### src/rtl/gmii_rx_deframer_pkg.sv
// Shared constants and types for the GMII receive deframer.
// Covers the preamble/SFD bytes, the byte-tag (PCC) codes and the CRC-32 constants.
package gmii_rx_deframer_pkg;

  localparam logic [7:0]  GMII_PRE      = 8'h55;
  localparam logic [7:0]  GMII_SFD      = 8'hD5;

  localparam logic [1:0]  PCC_DATA      = 2'd0;
  localparam logic [1:0]  PCC_SOP       = 2'd1;
  localparam logic [1:0]  PCC_EOP       = 2'd2;
  localparam logic [1:0]  PCC_BADEOP    = 2'd3;

  localparam logic [31:0] CRC32_POLY    = 32'hEDB88320;
  localparam logic [31:0] CRC32_RESIDUE = 32'hDEBB20E3;

  typedef struct packed {
    logic [1:0] code;
    logic [7:0] data;
  } pcc_beat_t;

endpackage

### src/rtl/gmii_rx_fifo.sv
// Synchronous FIFO of tagged bytes between the GMII deframer and the parser.
// The write side never checks for full; the parent reserves space before writing.
module gmii_rx_fifo
  import gmii_rx_deframer_pkg::*;
#(
  parameter int ASZ = 4
) (
  input  logic            clk_i,
  input  logic            reset_i,
  input  logic            wr_en_i,
  input  pcc_beat_t       wr_data_i,
  output logic            rd_srdy_o,
  input  logic            rd_drdy_i,
  output pcc_beat_t       rd_data_o,
  output logic [ASZ:0]    count_o
);

  localparam int DEPTH = 1 << ASZ;

  pcc_beat_t          mem_q [DEPTH];
  logic [ASZ-1:0]     wr_ptr_q, wr_ptr_d;
  logic [ASZ-1:0]     rd_ptr_q, rd_ptr_d;
  logic [ASZ:0]       count_q, count_d;
  logic               rd_fire;

  assign rd_srdy_o = (count_q != '0);
  assign rd_fire   = rd_srdy_o & rd_drdy_i;
  assign rd_data_o = rd_srdy_o ? mem_q[rd_ptr_q] : '0;
  assign count_o   = count_q;

  always_comb begin
    wr_ptr_d = wr_ptr_q;
    rd_ptr_d = rd_ptr_q;
    count_d  = count_q;
    if (wr_en_i) wr_ptr_d = wr_ptr_q + 1'b1;
    if (rd_fire) rd_ptr_d = rd_ptr_q + 1'b1;
    case ({wr_en_i, rd_fire})
      2'b10:   count_d = count_q + 1'b1;
      2'b01:   count_d = count_q - 1'b1;
      default: count_d = count_q;
    endcase
  end

  always_ff @(posedge clk_i) begin
    if (reset_i) begin
      wr_ptr_q <= '0;
      rd_ptr_q <= '0;
      count_q  <= '0;
    end else begin
      wr_ptr_q <= wr_ptr_d;
      rd_ptr_q <= rd_ptr_d;
      count_q  <= count_d;
    end
  end

  // Storage is data-only; pointers alone define what is valid.
  always_ff @(posedge clk_i) begin
    if (wr_en_i) mem_q[wr_ptr_q] <= wr_data_i;
  end

endmodule

### src/rtl/gmii_rx_deframer.sv
// GMII receive front end: strips preamble/SFD, checks FCS and length, and
// buffers each frame as a SOP/DATA/EOP/BADEOP tagged byte stream.
module gmii_rx_deframer
  import gmii_rx_deframer_pkg::*;
#(
  parameter int ASZ     = 4,
  parameter int MIN_LEN = 64,
  parameter int MAX_LEN = 1518
) (
  input  logic       clk,
  input  logic       reset,
  input  logic [7:0] gmii_rxd,
  input  logic       gmii_rx_dv,
  output logic       rxg_srdy,
  input  logic       rxg_drdy,
  output logic [7:0] rxg_data,
  output logic [1:0] rxg_code,
  output logic       stat_good,
  output logic       stat_bad,
  output logic       stat_drop
);

  localparam logic [1:0] S_IDLE = 2'd0;
  localparam logic [1:0] S_PRE  = 2'd1;
  localparam logic [1:0] S_DATA = 2'd2;
  localparam logic [1:0] S_DROP = 2'd3;

  localparam logic [ASZ:0] CNT_DEPTH = {1'b1, {ASZ{1'b0}}};
  localparam logic [ASZ:0] CNT_SOFT  = {1'b0, {ASZ{1'b1}}};
  localparam logic [15:0]  LEN_MIN   = 16'(MIN_LEN);
  localparam logic [15:0]  LEN_MAX   = 16'(MAX_LEN);

  function automatic logic [31:0] crc32_byte(input logic [31:0] crc, input logic [7:0] b);
    logic [31:0] r;
    r = crc ^ {24'd0, b};
    for (int i = 0; i < 8; i++) begin
      r = r[0] ? ((r >> 1) ^ CRC32_POLY) : (r >> 1);
    end
    return r;
  endfunction

  logic [7:0]  rxd_q;
  logic        dv_q, dv_p_q;
  logic [1:0]  state_q, state_d;
  logic [31:0] crc_q, crc_d;
  logic [15:0] len_q, len_d;
  logic [7:0]  pend_q, pend_d;
  logic        pend_vld_q, pend_vld_d;
  logic        ovr_q, ovr_d;
  logic        good_q, good_d;
  logic        bad_q, bad_d;
  logic        drop_q, drop_d;

  logic         wr_en;
  pcc_beat_t    wr_data;
  pcc_beat_t    rd_data;
  logic [ASZ:0] fifo_count;
  logic         frame_ok;

  assign frame_ok = (crc_q == CRC32_RESIDUE) && (len_q >= LEN_MIN) &&
                    (len_q <= LEN_MAX) && !ovr_q;

  always_comb begin
    state_d    = state_q;
    crc_d      = crc_q;
    len_d      = len_q;
    pend_d     = pend_q;
    pend_vld_d = pend_vld_q;
    ovr_d      = ovr_q;
    good_d     = 1'b0;
    bad_d      = 1'b0;
    drop_d     = 1'b0;
    wr_en      = 1'b0;
    wr_data    = '0;

    case (state_q)
      S_IDLE: begin
        if (dv_q && !dv_p_q) begin
          if (rxd_q == GMII_PRE)      state_d = S_PRE;
          else if (rxd_q == GMII_SFD) state_d = S_DATA;
          else                        state_d = S_DROP;
        end
      end
      S_PRE: begin
        if (!dv_q) begin
          state_d = S_IDLE;
          drop_d  = 1'b1;
        end else if (rxd_q == GMII_SFD) begin
          state_d = S_DATA;
        end else if (rxd_q != GMII_PRE) begin
          state_d = S_DROP;
          drop_d  = 1'b1;
        end
      end
      S_DATA: begin
        if (dv_q) begin
          crc_d      = crc32_byte(crc_q, rxd_q);
          len_d      = (len_q == 16'hFFFF) ? len_q : len_q + 16'd1;
          pend_d     = rxd_q;
          pend_vld_d = 1'b1;
          // The byte leaving pending is byte 0 exactly when one byte has been counted.
          if (pend_vld_q && !ovr_q) begin
            if (fifo_count < CNT_SOFT) begin
              wr_en   = 1'b1;
              wr_data = '{code: (len_q == 16'd1) ? PCC_SOP : PCC_DATA, data: pend_q};
            end else if (len_q == 16'd1) begin
              state_d = S_DROP;
              drop_d  = 1'b1;
            end else begin
              ovr_d = 1'b1;
            end
          end
        end else begin
          state_d = S_IDLE;
          if (len_q < 16'd2 || fifo_count >= CNT_DEPTH) begin
            drop_d = 1'b1;
          end else begin
            wr_en   = 1'b1;
            wr_data = '{code: frame_ok ? PCC_EOP : PCC_BADEOP, data: pend_q};
            good_d  = frame_ok;
            bad_d   = !frame_ok;
          end
        end
      end
      default: begin
        if (!dv_q) state_d = S_IDLE;
      end
    endcase

    // Every new frame starts from a clean accumulator, whichever state found the SFD.
    if (state_d == S_DATA && state_q != S_DATA) begin
      crc_d      = 32'hFFFF_FFFF;
      len_d      = '0;
      pend_vld_d = 1'b0;
      ovr_d      = 1'b0;
    end
  end

  always_ff @(posedge clk) begin
    if (reset) begin
      rxd_q      <= '0;
      dv_q       <= 1'b0;
      dv_p_q     <= 1'b0;
      state_q    <= S_IDLE;
      len_q      <= '0;
      pend_q     <= '0;
      pend_vld_q <= 1'b0;
      ovr_q      <= 1'b0;
      good_q     <= 1'b0;
      bad_q      <= 1'b0;
      drop_q     <= 1'b0;
    end else begin
      rxd_q      <= gmii_rxd;
      dv_q       <= gmii_rx_dv;
      dv_p_q     <= dv_q;
      state_q    <= state_d;
      len_q      <= len_d;
      pend_q     <= pend_d;
      pend_vld_q <= pend_vld_d;
      ovr_q      <= ovr_d;
      good_q     <= good_d;
      bad_q      <= bad_d;
      drop_q     <= drop_d;
    end
  end

  always_ff @(posedge clk) begin
    crc_q <= crc_d;
  end

  gmii_rx_fifo #(.ASZ(ASZ)) u_fifo (
    .clk_i     (clk),
    .reset_i   (reset),
    .wr_en_i   (wr_en && !reset),
    .wr_data_i (wr_data),
    .rd_srdy_o (rxg_srdy),
    .rd_drdy_i (rxg_drdy),
    .rd_data_o (rd_data),
    .count_o   (fifo_count)
  );

  assign rxg_data  = rd_data.data;
  assign rxg_code  = rd_data.code;
  assign stat_good = good_q;
  assign stat_bad  = bad_q;
  assign stat_drop = drop_q;

endmodule

### config.mk
export PLATFORM = sky130hd
export DESIGN_NAME = gmii_rx_deframer
export DESIGN_NICKNAME = d
export VERILOG_FILES = /design/src/rtl/gmii_rx_deframer_pkg.sv /design/src/rtl/gmii_rx_fifo.sv /design/src/rtl/gmii_rx_deframer.sv
export SDC_FILE = /design/constraint.sdc
export NUM_CORES = 1
export LEC_CHECK = 0
export CAP_MARGIN = 15
export CORE_MARGIN = 2
export CORE_UTILIZATION = 43
export CTS_BUF_LIST = sky130_fd_sc_hd__clkbuf_8
export CTS_CLUSTER_DIAMETER = 200
export CTS_CLUSTER_SIZE = 28
export DETAILED_ROUTE_END_ITERATION = 8
export GPL_TIMING_DRIVEN = 0
export HOLD_SLACK_MARGIN = 0.08
export PLACE_DENSITY = 0.62
export SKIP_CTS_REPAIR_TIMING = 1
export SYNTH_ARGS = -nofsm -noshare
export SYNTH_HDL_FRONTEND = slang
export SYNTH_SLANG_ARGS = --single-unit
### constraint.sdc
create_clock -name clk -period 3.2 [get_ports clk]
set_input_delay 0.8 -clock clk [delete_from_list [all_inputs] [get_ports clk]]
set_output_delay 0.8 -clock clk [all_outputs]
set_load 0.02 [all_outputs]
==> flow_metrics.py <==
metrics = {
    "finish": {
        "final_util_pct": 48.9,
        "stdcell_count": 1189,
        "n_antenna_cell": 0,
        "final_area_um2": 12300,
        "fin_nets": 881,
        "drive_gt1_share_pct": 19.6,
        "area_delta_synth_final_pct": 11.1,
    },
    "place": {
        "pre_cts_slack_ns": -0.856,
        "place.gp.congestion": 0.831,
        "port_buffers": 25,
        "placed_area_um2": 11900,
        "dp_hpwl_mm": 16.1,
        "place_inst": 1162,
    },
    "synthesis": {
        "async_flop_share_pct": 0,
        "netlist_instances": 801,
        "avgSynthCellArea_um2": 13.9,
        "synth_cell_types": 66,
        "synth_area_um2": 11100,
        "synth-seq-area-share_pct": 59.5,
        "ys.warnings.count": 0,
        "synth_edf_count": 160,
        "synth_nets": 829,
        "ys_seq_elements": 250,
        "synthFlopType": "edfxtp_1",
    },
    "critical_path": {
        "criticalPathCategory": "flip-flop to primary output",
        "critPathBufInv": 2,
        "crit_family": "multiplexers",
        "required_ns": 2.40,
        "crit_path_end_kind": "primary output",
        "start_kind": "flip-flop",
        "cp_slowest_cell": "mux4_2",
        "crit_cells": 5,
        "path_cells": "buf_12 > mux4_2 > mux4_2 > and2_1 > dlymetal6s2s_1",
        "cpPeakStageDelay_ns": 0.55,
        "worstRegToRegCells": 12,
        "path_common_cell": "mux4_2",
        "worstPathMaxFanout": 10,
        "crit_arrival_ns": 2.56,
    },
    "routing": {
        "wire_per_inst_um": 19.7,
        "viasPerCell": 5.41,
        "drt-initial-drc-count": 491,
        "firstDrtPassIters": 4,
        "ant_nets": 0,
        "top_layer": "met4",
        "vias": 6438,
        "drt-total-wl_mm": 23.4,
        "wl_met2_mm": 11.5,
        "drc": 0,
        "met3_wirelength_um": 741,
        "wl_met1_mm": 10.8,
    },
    "power": {
        "internal_power_mw": 4.37,
        "power_mw": 5.95,
        "seqPwrFrac_pct": 60.0,
        "ir_drop_mv": 0.265,
        "p_clk_share_pct": 21.9,
        "switching_share_pct": 26.6,
        "switchingPower_mw": 1.58,
        "combinationalPowerShare_pct": 18.1,
        "p_per_area_nw_per_um2": 482,
        "power.leakage_nw": 3.98,
    },
    "sta": {
        "finalHoldViolations": 0,
        "drv_slew": 0,
        "finalSetupViolCount": 10,
        "rsz0062_at_grt": "true",
        "setup_slack_ns": -0.156,
        "relSlewSlack_pct": 25.4,
        "fin_crit_sh_pct": 105,
        "clock.fmax_mhz": 298,
        "clock-skew-final_ns": 0.0241,
        "layout_min_cycle_time_ns": 3.36,
        "tightestPinTransition_ns": 1.11,
    },
    "floorplanning": {
        "ios": 26,
        "rows": 58,
        "start_util_pct": 44.0,
        "die-height_um": 165,
        "core_um2": 25300,
        "die_w_um": 165,
        "die-area_um2": 27100,
    },
    "cts": {
        "insertion_delay_ns": 0.53,
        "cts_tree": "yes",
        "ctsRootBufferMaster": "clkbuf_8",
        "cts_sinks": 250,
        "path_clk_slew_ns": 0.16,
        "htreeDepth": 1,
        "cts_inserted_buffers": 12,
        "cts_buffer_depth": 3,
    },
    "grt": {
        "grt_first_pass_wirelength_mm": 36.2,
        "grt_max_degree": 30,
        "grt_usage_pct": 17.6,
        "grt_antenna_before_repair": 0,
        "grt_pass1_vias": 6288,
        "gr-total-overflow": 0,
    },
    "run_status": {
        "violations": "setup timing",
        "status": "finished, violations left",
    },
    "worst_hold_path": {
        "hold_path.class": "flip-flop to flip-flop",
        "hold_path_depth": 2,
    },
    "run": {
        "maxCapViolCount": 0,
    },
}
-- layer usage --
layer,vias up,track usage (%)
li1,3097,-
met1,3208,24.4
met2,107,30.0
met3,26,2.29
met4,0,3.40
met5,-,0
-- cells in the mapped netlist (all sizes together) (16+ instances only) --
cell type | n | area [um2]
a21oi | 23 | 115
clkbuf | 34 | 128
dfxtp | 90 | 1800
edfxtp | 160 | 4800
ha | 16 | 200
mux4 | 50 | 1130
nand2 | 70 | 263
nor2 | 35 | 131
nor3 | 29 | 150
o211ai | 31 | 233
xnor2 | 65 | 708
xor2 | 23 | 201
-- final timing paths --
path / start / endpoint / slack [ns]
max: flip-flop / rxg_data[6] / -0.16
min: pend_q[6] / pend_q[6] / 0.46
max reg2reg: len_q[14] / u_fifo.count_o[4] / 0.01
min reg2reg: pend_q[6] / pend_q[6] / 0.46
-- layout make-up --
class                           instances  area (um2)
Sequential cell                       250        6650
Buffer                                 40         238
Clock inverter                          7        26.3
Timing Repair Buffer                   46         424
Multi-Input combinational cell        492        4380
Tap cell                              330         413
Clock buffer                           13         179
Inverter                               11        41.3
Fill cell                            2240       12900
-- power by group through the flow --
| stage | Sequential, mW | Clock (mW) | Combinational, mW |
|---|---|---|---|
| after floorplan | 3.61 | 0 | 0.886 |
| after global placement | 3.65 | 0 | 1.07 |
| after detailed placement | 3.64 | 0 | 1.08 |
| after CTS | 3.57 | 1.35 | 1.09 |
| after global routing | 3.58 | 1.44 | 1.17 |
| final | 3.57 | 1.30 | 1.08 |
-- tightest hold or removal path, stage by stage (launching register included) --
cell,delay [ns]
dfxtp_1,0.34
nand2_1,0.05
a21oi_1,0.05
-- state kept, by name (all words and copies together) (netlist names), 2 cells and up, named ones only --
name and cells:
rxd_q 8, len_q 16, state_q 2, u_fifo.rd_ptr_q 4, u_fifo.mem_q 160, pend_q 8, crc_q 32, u_fifo.wr_ptr_q 4
u_fifo.count_o 5
-- layout by cell type (no fill, tap or decap), types with 7 or more instances in the layout --
master,n
edfxtp_1,160
dfxtp_1,71
nand2_1,69
xnor2_1,51
mux4_2,50
nor2_1,35
o211ai_1,31
nor3_1,27
xor2_1,23
a21oi_1,22
clkbuf_1,20
inv_1,17
buf_4,17
clkdlybuf4s50_1,15
nor2b_1,14
ha_1,14
and2_1,13
clkbuf_8,13
dfxtp_2,13
buf_2,11
xnor2_2,11
nand3_1,11
and3_1,10
buf_6,9
o21ai_0,8
nand4b_1,7
nand4_1,7
-- cell families (layout without fill, tap and decap cells) --
family	after synthesis	count (layout)	share of synthesized area, %
buffers and inverters	59	117	2.24
AO/OA/AOI/OAI	87	87	5.61
adder cells (fa/ha/maj)	16	16	1.80
multiplexers	56	56	10.7
flip-flops	250	250	59.5
AND/OR/NAND/NOR	244	244	11.8
XOR/XNOR	89	89	8.39
-- through the flow --
step                      hold WS (ns)  setup TNS, ns
after floorplan                  0.432              0
after global placement           0.440         -31.07
after detailed placement         0.446          -4.35
after CTS                        0.466         -10.17
after global routing             0.481          -2.41
final                            0.465          -1.21
No activity file was read; power rests on OpenSTA's default activity.
